[config.mk]
export PLATFORM = sky130hd
export DESIGN_NAME = core_test_monitor
export DESIGN_NICKNAME = d
export VERILOG_FILES = /design/src/rtl/monitor_pkg.sv /design/src/rtl/core_test_monitor_shadow_regfile.sv /design/src/rtl/core_test_monitor.sv
export SDC_FILE = /design/constraint.sdc
export NUM_CORES = 2
export LEC_CHECK = 0
export CAP_MARGIN = 15
export CELL_PAD_IN_SITES_DETAIL_PLACEMENT = 1
export CELL_PAD_IN_SITES_GLOBAL_PLACEMENT = 1
export CORE_MARGIN = 4
export CORE_UTILIZATION = 56
export CTS_BUF_LIST = sky130_fd_sc_hd__clkbuf_2
export DETAILED_ROUTE_END_ITERATION = 6
export PLACE_DENSITY = 0.83
export SETUP_SLACK_MARGIN = 0.1
export SKIP_CTS_REPAIR_TIMING = 1
export SLEW_MARGIN = 10
export SYNTH_ARGS = -nofsm -noshare
export SYNTH_HDL_FRONTEND = slang
export SYNTH_SLANG_ARGS = --single-unit
[constraint.sdc]
create_clock -name clk -period 6.5 [get_ports clk]
set_input_delay 1.3 -clock clk [delete_from_list [all_inputs] [get_ports clk]]
set_output_delay 1.3 -clock clk [all_outputs]
set_load 0.005 [all_outputs]
[src/rtl/monitor_pkg.sv]
// Shared types for the end-of-test monitor: FSM state encoding, result bundle and width helper.
package monitor_pkg;

    localparam int XLEN_D     = 32;
    localparam int NUM_REGS_D = 32;
    localparam int REG_AW     = $clog2(NUM_REGS_D);

    typedef enum logic [1:0] {
        MON_IDLE,
        MON_RUN,
        MON_CHECK,
        MON_DONE
    } mon_state_e;

    typedef struct packed {
        logic              pass;
        logic              fail;
        logic              timeout;
        logic [REG_AW-1:0] mis_addr;
        logic [XLEN_D-1:0] mis_got;
        logic [XLEN_D-1:0] mis_exp;
    } mon_result_t;

    // Bits needed to hold the values 0..n inclusive.
    function automatic int cnt_width(input int n);
        return (n < 1) ? 1 : $clog2(n + 1);
    endfunction

endpackage

[src/rtl/core_test_monitor_shadow_regfile.sv]
// Shadow copy of the core register file, written from the snooped WB port and read by the checker.
module shadow_regfile #(
    parameter int XLEN     = 32,
    parameter int NUM_REGS = 32,
    parameter int AW       = $clog2(NUM_REGS)
) (
    input  logic            clk,
    input  logic            rst_n,
    input  logic            clr,
    input  logic            we,
    input  logic [AW-1:0]   waddr,
    input  logic [XLEN-1:0] wdata,
    input  logic [AW-1:0]   raddr,
    output logic [XLEN-1:0] rdata
);

    logic [XLEN-1:0] mem [NUM_REGS];

    always_ff @(posedge clk or negedge rst_n) begin
        if (!rst_n) begin
            for (int i = 0; i < NUM_REGS; i++) mem[i] <= '0;
        end else if (clr) begin
            for (int i = 0; i < NUM_REGS; i++) mem[i] <= '0;
        end else if (we && (waddr != '0)) begin
            mem[waddr] <= wdata;
        end
    end

    assign rdata = (raddr == '0) ? '0 : mem[raddr];

endmodule

[src/rtl/core_test_monitor.sv]
// End-of-test monitor: shadows WB writes, detects PC self-loop halt or timeout, then scans
// the shadow registers against loaded expected values and reports pass/fail.
//
//   state     | meaning
//   ----------+--------------------------------------------------------------
//   MON_IDLE  | after reset; expected values may be loaded, waiting for start
//   MON_RUN   | program running; counting cycles, shadowing WB, watching PC
//   MON_CHECK | halt seen; comparing one register per cycle, x0 first
//   MON_DONE  | verdict held; expected values may be reloaded, start reruns
module core_test_monitor
    import monitor_pkg::*;
#(
    parameter int XLEN           = 32,
    parameter int NUM_REGS       = 32,
    parameter int TIMEOUT_CYCLES = 1000,
    parameter int HALT_STABLE    = 4,
    parameter int CNT_W          = 32,
    localparam int AW            = $clog2(NUM_REGS)
) (
    input  logic             clk,
    input  logic             rst_n,
    input  logic             start,
    input  logic             exp_we,
    input  logic [AW-1:0]    exp_addr,
    input  logic [XLEN-1:0]  exp_data,
    input  logic             exp_clr,
    input  logic             wb_write_en,
    input  logic [AW-1:0]    wb_rd_addr,
    input  logic [XLEN-1:0]  wb_rd_data,
    input  logic [XLEN-1:0]  if_pc,
    output logic             busy,
    output logic             done,
    output logic             pass,
    output logic             fail,
    output logic             timeout,
    output logic [CNT_W-1:0] cycle_count,
    output logic [CNT_W-1:0] wb_count,
    output logic [AW-1:0]    mis_addr,
    output logic [XLEN-1:0]  mis_got,
    output logic [XLEN-1:0]  mis_exp
);

    localparam int TW = cnt_width(TIMEOUT_CYCLES);
    localparam int SW = cnt_width(HALT_STABLE);

    mon_state_e      state, state_nxt;
    logic [XLEN-1:0] pc_q;
    logic [SW-1:0]   stable_cnt;
    logic [TW-1:0]   timer;
    logic [AW-1:0]   chk_idx;
    logic            mismatch_q, timeout_q;
    logic [XLEN-1:0] exp_mem [NUM_REGS];
    logic [NUM_REGS-1:0] chk_en;
    logic [XLEN-1:0] shadow_rd;

    logic idle_or_done, start_run, in_run, in_check;
    logic halt, tmo_hit, last_idx, wb_take;

    assign idle_or_done = (state == MON_IDLE) || (state == MON_DONE);
    assign start_run    = idle_or_done && start;
    assign in_run       = (state == MON_RUN);
    assign in_check     = (state == MON_CHECK);
    assign halt         = in_run && (if_pc == pc_q) && (stable_cnt == SW'(HALT_STABLE - 1));
    assign tmo_hit      = in_run && (timer == '0);
    assign last_idx     = (chk_idx == AW'(NUM_REGS - 1));
    assign wb_take      = in_run && wb_write_en && (wb_rd_addr != '0);

    always_ff @(posedge clk or negedge rst_n) begin
        if (!rst_n) state <= MON_IDLE;
        else        state <= state_nxt;
    end

    always_comb begin
        state_nxt = state;
        case (state)
            MON_IDLE, MON_DONE: if (start) state_nxt = MON_RUN;
            MON_RUN: begin
                if (halt)         state_nxt = MON_CHECK;
                else if (tmo_hit) state_nxt = MON_DONE;
            end
            MON_CHECK: if (last_idx) state_nxt = MON_DONE;
            default: state_nxt = MON_IDLE;
        endcase
    end

    // Timeout is a down-counter loaded at start; reaching zero marks the last RUN cycle.
    always_ff @(posedge clk or negedge rst_n) begin
        if (!rst_n) begin
            cycle_count <= '0;
            wb_count    <= '0;
            pc_q        <= '0;
            stable_cnt  <= '0;
            timer       <= '0;
            chk_idx     <= '0;
            mismatch_q  <= 1'b0;
            timeout_q   <= 1'b0;
            mis_addr    <= '0;
            mis_got     <= '0;
            mis_exp     <= '0;
        end else if (start_run) begin
            cycle_count <= '0;
            wb_count    <= '0;
            pc_q        <= '0;
            stable_cnt  <= '0;
            timer       <= TW'(TIMEOUT_CYCLES - 1);
            chk_idx     <= '0;
            mismatch_q  <= 1'b0;
            timeout_q   <= 1'b0;
            mis_addr    <= '0;
            mis_got     <= '0;
            mis_exp     <= '0;
        end else if (in_run) begin
            if (cycle_count != '1) cycle_count <= cycle_count + CNT_W'(1);
            if (wb_take && (wb_count != '1)) wb_count <= wb_count + CNT_W'(1);
            pc_q       <= if_pc;
            stable_cnt <= (if_pc == pc_q) ? stable_cnt + SW'(1) : '0;
            if (timer != '0) timer <= timer - TW'(1);
            if (tmo_hit && !halt) timeout_q <= 1'b1;
        end else if (in_check) begin
            chk_idx <= chk_idx + AW'(1);
            if (chk_en[chk_idx] && (shadow_rd != exp_mem[chk_idx]) && !mismatch_q) begin
                mismatch_q <= 1'b1;
                mis_addr   <= chk_idx;
                mis_got    <= shadow_rd;
                mis_exp    <= exp_mem[chk_idx];
            end
        end
    end

    // A same-cycle write re-enables its own bit after the clear.
    always_ff @(posedge clk or negedge rst_n) begin
        if (!rst_n) begin
            chk_en <= '0;
            for (int i = 0; i < NUM_REGS; i++) exp_mem[i] <= '0;
        end else if (idle_or_done) begin
            if (exp_clr) chk_en <= '0;
            if (exp_we) begin
                exp_mem[exp_addr] <= exp_data;
                chk_en[exp_addr]  <= 1'b1;
            end
        end
    end

    shadow_regfile #(
        .XLEN     (XLEN),
        .NUM_REGS (NUM_REGS),
        .AW       (AW)
    ) u_shadow (
        .clk   (clk),
        .rst_n (rst_n),
        .clr   (start_run),
        .we    (in_run && wb_write_en),
        .waddr (wb_rd_addr),
        .wdata (wb_rd_data),
        .raddr (chk_idx),
        .rdata (shadow_rd)
    );

    assign busy    = in_run || in_check;
    assign done    = (state == MON_DONE);
    assign pass    = done && !mismatch_q && !timeout_q;
    assign fail    = done && (mismatch_q || timeout_q);
    assign timeout = done && timeout_q;

endmodule
==> metrics.md <==
| Metric | Value |
|---|---|
| Vias/cell | 6.638 |
| Largest net degree at the start of global routing | 222 |
| Post-synthesis cell area | 0.1055 mm^2 |
| Critical Path Fanout Max | 47 |
| Drt drc | 0 |
| Mux cell area share after synthesis | 0.2198 |
| Final setup viols | 0 |
| Slew HR | 0.07379 |
| Fillcell total | 19,770 |
| Die width | 442.1 um |
| Layout Nets | 9,878 |
| Post-DRT Antenna Nets | 0 |
| Worst path top cell family by delay | compound AO/OA/AOI/OAI gates |
| DIE HEIGHT | 442.1 um |
| Synth Warn # | 0 |
| Post-DP HPWL | 239.7 mm |
| Syn_nets | 9,619 |
| Clk_lat worst skew | 2.02 ns |
| Max-Cap Viols | 0 |
| Run status | finished with violations |
| Main flop type after synthesis | dfrtp_1 |
| Netlist cell types | 75 |
| Most frequent CP cell | buf_4 |
| Routed via count | 83,960 |
| Initial DRC count | 9,193 |
| CTS H-tree depth | 6 |
| Clock Skew | 0.1673 ns |
| Routed WL | 404.9 mm |
| Startpoint Class | flop |
| Critical path buffer and inverter count | 4 |
| Initial antenna violation count | 36 |
| CP endpoint kind | flop |
| FFs w/ async S/R, synth | 1.000 |
| Yosys top cell area share | 0.5377 |
| Final Slew Violations | 0 |
| Xor/xnor share of the synthesized area | 0.01013 |
| DP Area | 0.1102 mm^2 |
| Critical Path RT | 8.35 ns |
| Vias in the first global route | 91,290 |
| Commonest non-fill, non-tap cell in the layout | dfrtp_1 |
| Final cell count without fillers | 12,650 |
| Clk root buf | clkbuf_2 |
| Ports | 250 |
| Critical Path AT | 8.22 ns |
| Yosys reg bits | 2,267 |
| Max incr delay on CP | 0.99 ns |
| Worst Tran Pin Value | 1.389 ns |
| Drt pass-1 iters | 6 |
| TritonCTS Buffers | 601 |
| Average wire per standard cell | 32.01 um |
| Largest family of logic cells by synthesized area | multiplexers |
| CTS tree | built |
| VDD IR-drop max | 0.0004429 V |
| I/O Buffers | 249 |
| Clock Sinks | 2,267 |
| Hold slack final | -0.06540 ns |
| Gp weighted congestion | 0.9184 |
| RSZ-0062 raised after global routing | no |
| Slowest cell on the critical path | dfrtp_4 |
| Top cells by area, synth | dfrtp_1 54%, mux2_2 11%, nand2_1 7.8% |
| Placed insts | 11,640 |
| Max Buffers Root-to-Sink | 4 |
| EDFF count, synth | 0 |
| Multi-input logic area | 0.04521 mm^2 |
| CP Class | reg -> reg |
| Post-synthesis adder-cell area fraction | 0.001304 |
| Post-synthesis simple-gate area fraction | 0.1108 |
| Clock transition at path regs | 0.12 ns |
| First-pass GRT wire length | 599.1 mm |
| Overflow after GRT | 0 |
| Reg area | 0.05675 mm^2 |
| Worst slack, placed | 0.5172 ns |
| P_leak | 50.97 nW |
| Fin crit share | 0.9803 |
| Hold Path Class | in -> async |
| # rows | 159 |
| Most frequent cells in the layout | 2,262 x dfrtp_1, 2,187 x nand2_1, 1,074 x mux2_2 |
| Die area | 0.1954 mm^2 |
| Fin. Hold Viols | 6 |
| Failing checks | hold timing |
| GR Util All Layers | 0.4091 |
| Cell breakdown of the critical path | buf_12 -> nor2b_4 -> buf_4 -> a221oi_1 -> o21ai_0 -> nand4_1 -> xnor2_1 -> buf_4 -> nor4_1 -> nand4_1 -> o31a_2 -> buf_4 -> o22ai_1 |
| Pwr Density | 379.7 mW/mm^2 |
| Core area | 0.1876 mm^2 |
| F_max | 0.1569 GHz |
| Final min period | 6.372 ns |
| Dominant cell type by area after synthesis | dfrtp_1 |
| Synth Area in Compound Gates | 0.08274 |
| Sequential-to-total area share from yosys stat | 0.5377 |
| Layout area overhead | 9.222% |
| Avg Inst Size Synth | 11.11 um^2 |
| Initial Utilization | 0.5624 |
| Final instance area | 0.1152 mm^2 |
| Core Util, Final | 0.6143 |
| Setup tns final | 0 ns |
| Proportion of layout cells with a drive suffix above 1 | 0.2630 |
| Post-route setup slack | 0.1283 ns |
| Post-Syn Instances | 9,496 |
worst paths after layout:
kind	startpoint	end	slack [ns]	cells past startpoint
setup reg to reg	chk_idx[0]	mis_addr[4]	0.13	13
hold / removal	rst_n	exp_mem[550]	-0.07	2
max in group asynchronous	rst_n	cycle_count[6]	4.45	4
hold reg to reg	chk_en[21]	chk_en[21]	0.50	1
setup / recovery	chk_idx[0]	mis_addr[4]	0.13	13
min in group clk	exp_data[30]	exp_mem[926]	0.01	2
state kept, by name, summed over array words and instances, names as in the netlist:
register,count
timeout_q,1
u_shadow.mem,1024
mis_exp,32
mis_got,32
state,2
mis_addr,5
exp_mem,1024
wb_count,32
pc_q,32
timer,10
cycle_count,32
mismatch_q,1
stable_cnt,3
chk_en,32
chk_idx,5
per-stage QoR:
| step | hold WS (ns) | total power [W] |
|---|---|---|
| finish | -0.06540 | 0.04376 |
| CTS | -0.7738 | 0.04330 |
| global route | -0.07066 | 0.04544 |
| floorplan | 0.4416 | 0.02786 |
| detailed placement | 0.4659 | 0.03332 |
| global placement | 0.4544 | 0.03208 |
logic make-up (layout without fill, tap and decap cells):
group / count (synthesis) / after routing
and+or+nand+nor: 2848 / 2848
DFF: 2267 / 2267
muxes: 1820 / 1820
AOI/OAI and AO/OA: 1532 / 1532
buffers and inverters: 896 / 1526
xor gates and xnor gates: 122 / 122
adders and majority gates: 11 / 11
other: 0 / 28
synthesized netlist by cell type, drive strengths merged (14+ instances only):
library cell / number
mux4: 290
xnor2: 65
xor2: 57
or4: 14
mux2: 1074
nand4: 57
mux2i: 456
o22ai: 136
o211ai: 18
a21o: 21
a22oi: 209
and2: 44
or3: 36
inv: 19
nor4: 17
buf: 366
dfrtp: 2267
a221oi: 16
clkbuf: 509
a21oi: 1026
and3: 19
nand2: 2202
o21ai: 42
nor2b: 17
nand3: 156
nor2: 213
nor3: 18
report_power, final:
| group | switching [W] | internal (W) | total, W |
|---|---|---|---|
| Combinational | 0.00867 | 0.00589 | 0.0146 |
| Sequential | 0.00219 | 0.0171 | 0.0193 |
| Clock | 0.00624 | 0.00364 | 0.00988 |
worst reg2reg max path, delay by kind of cell (launching register included):
kind / cells / cell delay, ns
AOI/OAI and AO/OA: 4 / 2.27
and+or+nand+nor: 4 / 1.55
buffers and inverters: 4 / 1.24
DFF: 1 / 0.99
xor gates and xnor gates: 1 / 0.20
layout make-up:
cell class              instances  share of cell area
flip-flops and latches       2267              0.4924
multi-input cells            6333              0.3924
repair buffers                531             0.04491
clock buffers                 892             0.03874
well taps                    2495             0.02709
clock inverters                82            0.003181
inverters                      21           0.0006840
diodes                         28           0.0006080
metal layers:
metal / part of all wire / up-vias / global-route usage
li1: - / 33820 / -
met1: 0.35 / 43500 / 0.4766
met2: 0.46 / 4970 / 0.6319
met3: 0.096 / 1650 / 0.1177
met4: 0.091 / 22 / 0.3342
met5: 0.00034 / - / 0
Note: power is estimated with default switching activity, not from simulation.
